File: config.mk
export PLATFORM = sky130hd
export DESIGN_NAME = bram_pingpong_ctrl
export DESIGN_NICKNAME = d
export VERILOG_FILES = /design/src/rtl/bram_pingpong_ctrl.sv
export SDC_FILE = /design/constraint.sdc
export NUM_CORES = 1
export LEC_CHECK = 0
export CAP_MARGIN = 10
export CORE_MARGIN = 2
export CORE_UTILIZATION = 45
export CTS_BUF_LIST = sky130_fd_sc_hd__clkbuf_8 sky130_fd_sc_hd__clkbuf_16
export DETAILED_ROUTE_END_ITERATION = 16
export HOLD_SLACK_MARGIN = 0.05
export PLACE_DENSITY = 0.81
export SLEW_MARGIN = 15
export SYNTH_ARGS = -nofsm -noshare
export SYNTH_HDL_FRONTEND = slang
export SYNTH_SLANG_ARGS = --single-unit
File: constraint.sdc
create_clock -name clk -period 4.8 [get_ports clk]
set_input_delay 0.96 -clock clk [delete_from_list [all_inputs] [get_ports clk]]
set_output_delay 0.96 -clock clk [all_outputs]
set_load 0.01 [all_outputs]
File: src/rtl/bram_pingpong_ctrl.sv
// Ping-pong scheduler for a shared simple-dual-port sample BRAM: the writer fills one
// bank while the other is streamed out as an AXI-Stream frame with tlast.
module bram_pingpong_ctrl #(
   parameter int FRAME_LEN  = 32,
   parameter int DATA_WIDTH = 32,
   parameter int ADDR_WIDTH = $clog2(2*FRAME_LEN)
) (
   input  logic                  clk,
   input  logic                  rst,
   input  logic [DATA_WIDTH-1:0] wr_data,
   input  logic                  wr_valid,
   output logic                  wr_ready,
   output logic                  bram_we,
   output logic [ADDR_WIDTH-1:0] bram_waddr,
   output logic [DATA_WIDTH-1:0] bram_wdata,
   output logic                  bram_ren,
   output logic [ADDR_WIDTH-1:0] bram_raddr,
   input  logic [DATA_WIDTH-1:0] bram_rdata,
   output logic [DATA_WIDTH-1:0] m_tdata,
   output logic                  m_tvalid,
   input  logic                  m_tready,
   output logic                  m_tlast,
   output logic [15:0]           frame_cnt
);
   localparam int OW = ADDR_WIDTH - 1;
   localparam logic [OW-1:0] LAST_OFF = OW'(FRAME_LEN - 1);

   logic [1:0]    full_q, full_d;
   logic          wb_q, wb_d, rb_q, rb_d;
   logic [OW-1:0] wp_q, wp_d, rp_q, rp_d;
   logic          infl_q, infl_last_q;
   logic [1:0]    cnt_q, cnt_d;
   logic          wptr_q, wptr_d, rptr_q, rptr_d;
   logic [15:0]   fcnt_q, fcnt_d;
   logic [DATA_WIDTH-1:0] fifo_data_q [2];
   logic [1:0]            fifo_last_q;

   logic       wr_xfer, wr_last, rd_issue, rd_last, pop, head_last;
   logic [2:0] occ;

   assign wr_ready  = rst & ~full_q[wb_q];
   assign wr_xfer   = wr_valid & wr_ready;
   assign wr_last   = wr_xfer & (wp_q == LAST_OFF);
   assign m_tvalid  = rst & (cnt_q != 2'd0);
   assign pop       = m_tvalid & m_tready;
   assign head_last = fifo_last_q[rptr_q];

   // Words already buffered or in flight, net of this cycle's pop, must leave a FIFO slot.
   assign occ      = {1'b0, cnt_q} + 3'(infl_q) - 3'(pop);
   assign rd_issue = rst & full_q[rb_q] & (occ < 3'd2);
   assign rd_last  = rd_issue & (rp_q == LAST_OFF);

   assign bram_we    = wr_xfer;
   assign bram_waddr = wr_xfer ? {wb_q, wp_q} : '0;
   assign bram_wdata = wr_xfer ? wr_data : '0;
   assign bram_ren   = rd_issue;
   assign bram_raddr = rd_issue ? {rb_q, rp_q} : '0;
   assign m_tdata    = m_tvalid ? fifo_data_q[rptr_q] : '0;
   assign m_tlast    = m_tvalid & head_last;
   assign frame_cnt  = fcnt_q;

   always_comb begin
      full_d = full_q;
      wb_d   = wb_q;
      wp_d   = wp_q;
      rb_d   = rb_q;
      rp_d   = rp_q;
      if (wr_xfer) begin
         wp_d = wp_q + OW'(1);
         if (wr_last) begin
            full_d[wb_q] = 1'b1;
            wb_d         = ~wb_q;
         end
      end
      // Releasing at issue is safe: the writer restarts the bank at offset 0.
      if (rd_issue) begin
         rp_d = rp_q + OW'(1);
         if (rd_last) begin
            full_d[rb_q] = 1'b0;
            rb_d         = ~rb_q;
         end
      end
      cnt_d  = cnt_q + 2'(infl_q) - 2'(pop);
      wptr_d = wptr_q ^ infl_q;
      rptr_d = rptr_q ^ pop;
      fcnt_d = fcnt_q + 16'(pop & head_last);
   end

   always_ff @(posedge clk) begin
      if (!rst) begin
         full_q      <= '0;
         wb_q        <= 1'b0;
         wp_q        <= '0;
         rb_q        <= 1'b0;
         rp_q        <= '0;
         infl_q      <= 1'b0;
         infl_last_q <= 1'b0;
         cnt_q       <= '0;
         wptr_q      <= 1'b0;
         rptr_q      <= 1'b0;
         fcnt_q      <= '0;
      end else begin
         full_q      <= full_d;
         wb_q        <= wb_d;
         wp_q        <= wp_d;
         rb_q        <= rb_d;
         rp_q        <= rp_d;
         infl_q      <= rd_issue;
         infl_last_q <= rd_last;
         cnt_q       <= cnt_d;
         wptr_q      <= wptr_d;
         rptr_q      <= rptr_d;
         fcnt_q      <= fcnt_d;
      end
   end

   always_ff @(posedge clk) begin
      if (infl_q) begin
         fifo_data_q[wptr_q] <= bram_rdata;
         fifo_last_q[wptr_q] <= infl_last_q;
      end
   end
endmodule

==> results_dict.tcl <==
set metrics [dict create \
    status "completed" \
    ant_nets 0 \
    cts_tree "yes" \
    grt_antenna_before_repair 0 \
    rows 36 \
    dp.cells 656 \
    num_antenna_cells 0 \
    fin_util_pct 67.01 \
    place.gp.congestion 0.7613 \
    synth.top_cell.area_share_pct 43.67 \
    die_area_um2 10900 \
    leakage_nw 2.411 \
    final_cell_mix "clkdlybuf4s50_1 (157), edfxtp_1 (66), and2_1 (61)" \
    drc_errors 0 \
    start_kind "primary input" \
    path_buf_inv 7 \
    irDropWorstVdd_v 0.0001295 \
    fp.dieH_um 104.4 \
    grt_util_all_layers_pct 18.95 \
    hold_end "fifo_last_q[1]" \
    total_power_mw 1.640 \
    clock_path_buffers 2 \
    critical_path_arrival_ps 3680 \
    synth-edff-count 66 \
    slew_viol_final 0 \
    rsz0062_at_grt "false" \
    async_flop_share_pct 0 \
    synth_area_um2 4538 \
    totalWireLength_mm 10.24 \
    final_cells 673 \
    core_um2 9774 \
    routedWlPerCell_um 15.22 \
    dr.first_iter.drc_count 129 \
    ys_ff_latch 103 \
    grt_pass1_vias 3425 \
    powerDensity_nw_per_um2 250.4 \
    ys_dominant_reg_cell "edfxtp_1" \
    port_buffers 164 \
    cp_max_fo 7 \
    n_fill_cell 748 \
    fin_ws_ps 162.4 \
    hp-start "infl_last_q" \
    ys_types 38 \
    final_net_count 614 \
    cp_data_required_time_ps 3840 \
    num_vias 3279 \
    worst_slew_pin_slew_ps 994.4 \
    cts_max_level 3 \
    yosysTopAreaCell "edfxtp_1" \
    dp.final_hpwl_mm 7.259 \
    ys_warn_count 0 \
    min_path_type "register to register" \
    finalInstanceArea_um2 6550 \
    min_path_cells 0 \
    ioPinCount 165 \
    synth_nets 445 \
    drive_gt1_share_pct 8.519 \
    drtPass1Iterations 4 \
    period_needed_ps 4638 \
    cpPeakStageDelay_ps 530 \
    cts_buffers 9 \
    grt_max_degree 46 \
    die_w_um 104.4 \
    grt_overflow 0 \
    cpMostUsedCell "inv_1" \
    final_common_cell "clkdlybuf4s50_1" \
    hold_violations 0 \
    reg2reg_slack_ps 1920 \
    fmax_mhz 215.6 \
    syn_inst 366 \
    maxCapViolCount 0 \
    clkLatencyLatePin_ps 360 \
    crit_slowest_cell "fa_1" \
    place_ws_ps -240.7 \
    start_util_pct 46.43 \
    crit_family "buffers and inverters" \
    path_class "primary input to output port" \
    setup_viol 0 \
    maxSlewHeadroom_pct 33.71 \
    cp_cell_sequence "clkdlybuf4s50_1 -> o21ai_2 -> inv_1 -> nand2_2 -> inv_1 -> ha_1 -> inv_1 -> ha_1 -> inv_1 -> fa_1 -> nand2_2 -> nor4_4 -> buf_4 -> and2_1 -> dlygate4sd2_1" \
    reg2reg_depth 16 \
    ys_seq_area_share_pct 59.99 \
    timing.rr.start "cnt_q[1]" \
    synth_area_leaders "edfxtp_1 (44%), dfxtp_1 (16%), mux2i_1 (9.5%)" \
    postPlaceCellArea_um2 6334 \
    path_clk_slew_ps 90 \
    cts.sinks 103 \
    hold_buffers 0 \
    via_per_inst 4.872 \
    endpoint_kind "output port" \
    fin_skew_ps 4.958 \
    grt_pass1_wl_mm 16.22 \
    fin_crit_sh_pct 96.62 \
    r2r_end "rp_q[3]" \
    cts_root_buffer "clkbuf_8" \
    syn_area_per_cell_um2 12.40 \
    syn_to_final_growth_pct 44.33 \
]
[how the worst max path moves through the flow]
stage               depth (start not counted)  slack (ps)  startpoint       endpoint
finish                                     15         160         rst  bram_raddr[0]
global route                               15           8         rst  bram_raddr[1]
CTS                                        15          40         rst  bram_raddr[5]
detailed placement                         15        -240         rst  bram_raddr[5]
global placement                           15        -200         rst  bram_raddr[5]
floorplan                                  14         350         rst  bram_raddr[0]
[routing by layer]
| layer | up-vias | wire, µm | global-route usage, % |
|---|---|---|---|
| li1 | 1599 | - | - |
| met1 | 1534 | 4253 | 21.55 |
| met2 | 133 | 5162 | 33.80 |
| met3 | 13 | 692 | 4.825 |
| met4 | 0 | 135 | 7.722 |
| met5 | - | 0 | 0 |
[layout make-up]
cell class	count	area, µm²	area share (%)
Sequential cell	103	2724	41.59
Timing Repair Buffer	176	1712	26.13
Multi-Input combinational cell	236	1697	25.90
Tap cell	133	166.4	2.541
Clock buffer	9	123.9	1.891
Clock inverter	7	93.84	1.433
Inverter	9	33.78	0.5158
[Yosys cell counts (6+ instances only)]
library cell and number:
and2_1 61, buf_2 6, clkbuf_1 7, dfxtp_1 37, edfxtp_1 66, ha_1 10, inv_1 9, mux2i_1 43
nand2_1 22, nor2_1 37, o21ai_0 8, xor2_1 10
[stage by stage]
stage	TNS [ps]	hold slack, ps
2_1_floorplan	0	403.7
3_3_place_gp	-656.0	406.7
3_5_place_dp	-875.6	422.1
4_1_cts	0	444.5
5_1_grt	0	449.4
6_report	0	450.9
[worst register-to-register path, cell delays in order, from the launching register on]
cell and delay [ps]:
dfxtp_1 370, o21ai_2 140, inv_1 70, nand2_2 90
inv_1 50, ha_1 270, inv_1 60, ha_1 130
inv_1 50, fa_1 530, nand2_2 90, nor4_4 280
buf_4 170, buf_4 110, buf_4 140, nand4_1 120
mux2i_1 130
[state kept, by name (all words and copies together) (netlist names), 2 cells and up, named ones only]
register and cells:
cnt_q 2, fifo_data_q 64, fifo_last_q 2, frame_cnt 16
full_q 2, rp_q 5, wp_q 5
[power by group]
| part | internal, mW | switching [mW] |
|---|---|---|
| clock | 0.295 | 0.293 |
| sequential | 0.940 | 0.00132 |
| combinational | 0.0764 | 0.0350 |
[logic make-up after synthesis]
family                     Yosys count  synth area share, %
and+or+nand+nor                    156                20.21
DFF                                103                59.99
muxes                               43                9.484
buffers and inverters               27                2.950
AOI/OAI and AO/OA                   13                1.654
xor gates and xnor gates            13                2.509
adders and majority gates           11                3.198
[repair_timing]
action | in CTS | in global routing
cloned | 0 | 0
gates resized for setup | 8 | 8
setup endpoints to repair | 7 | 6
setup buffers | 0 | 1
(Power assumes the default switching activity.)
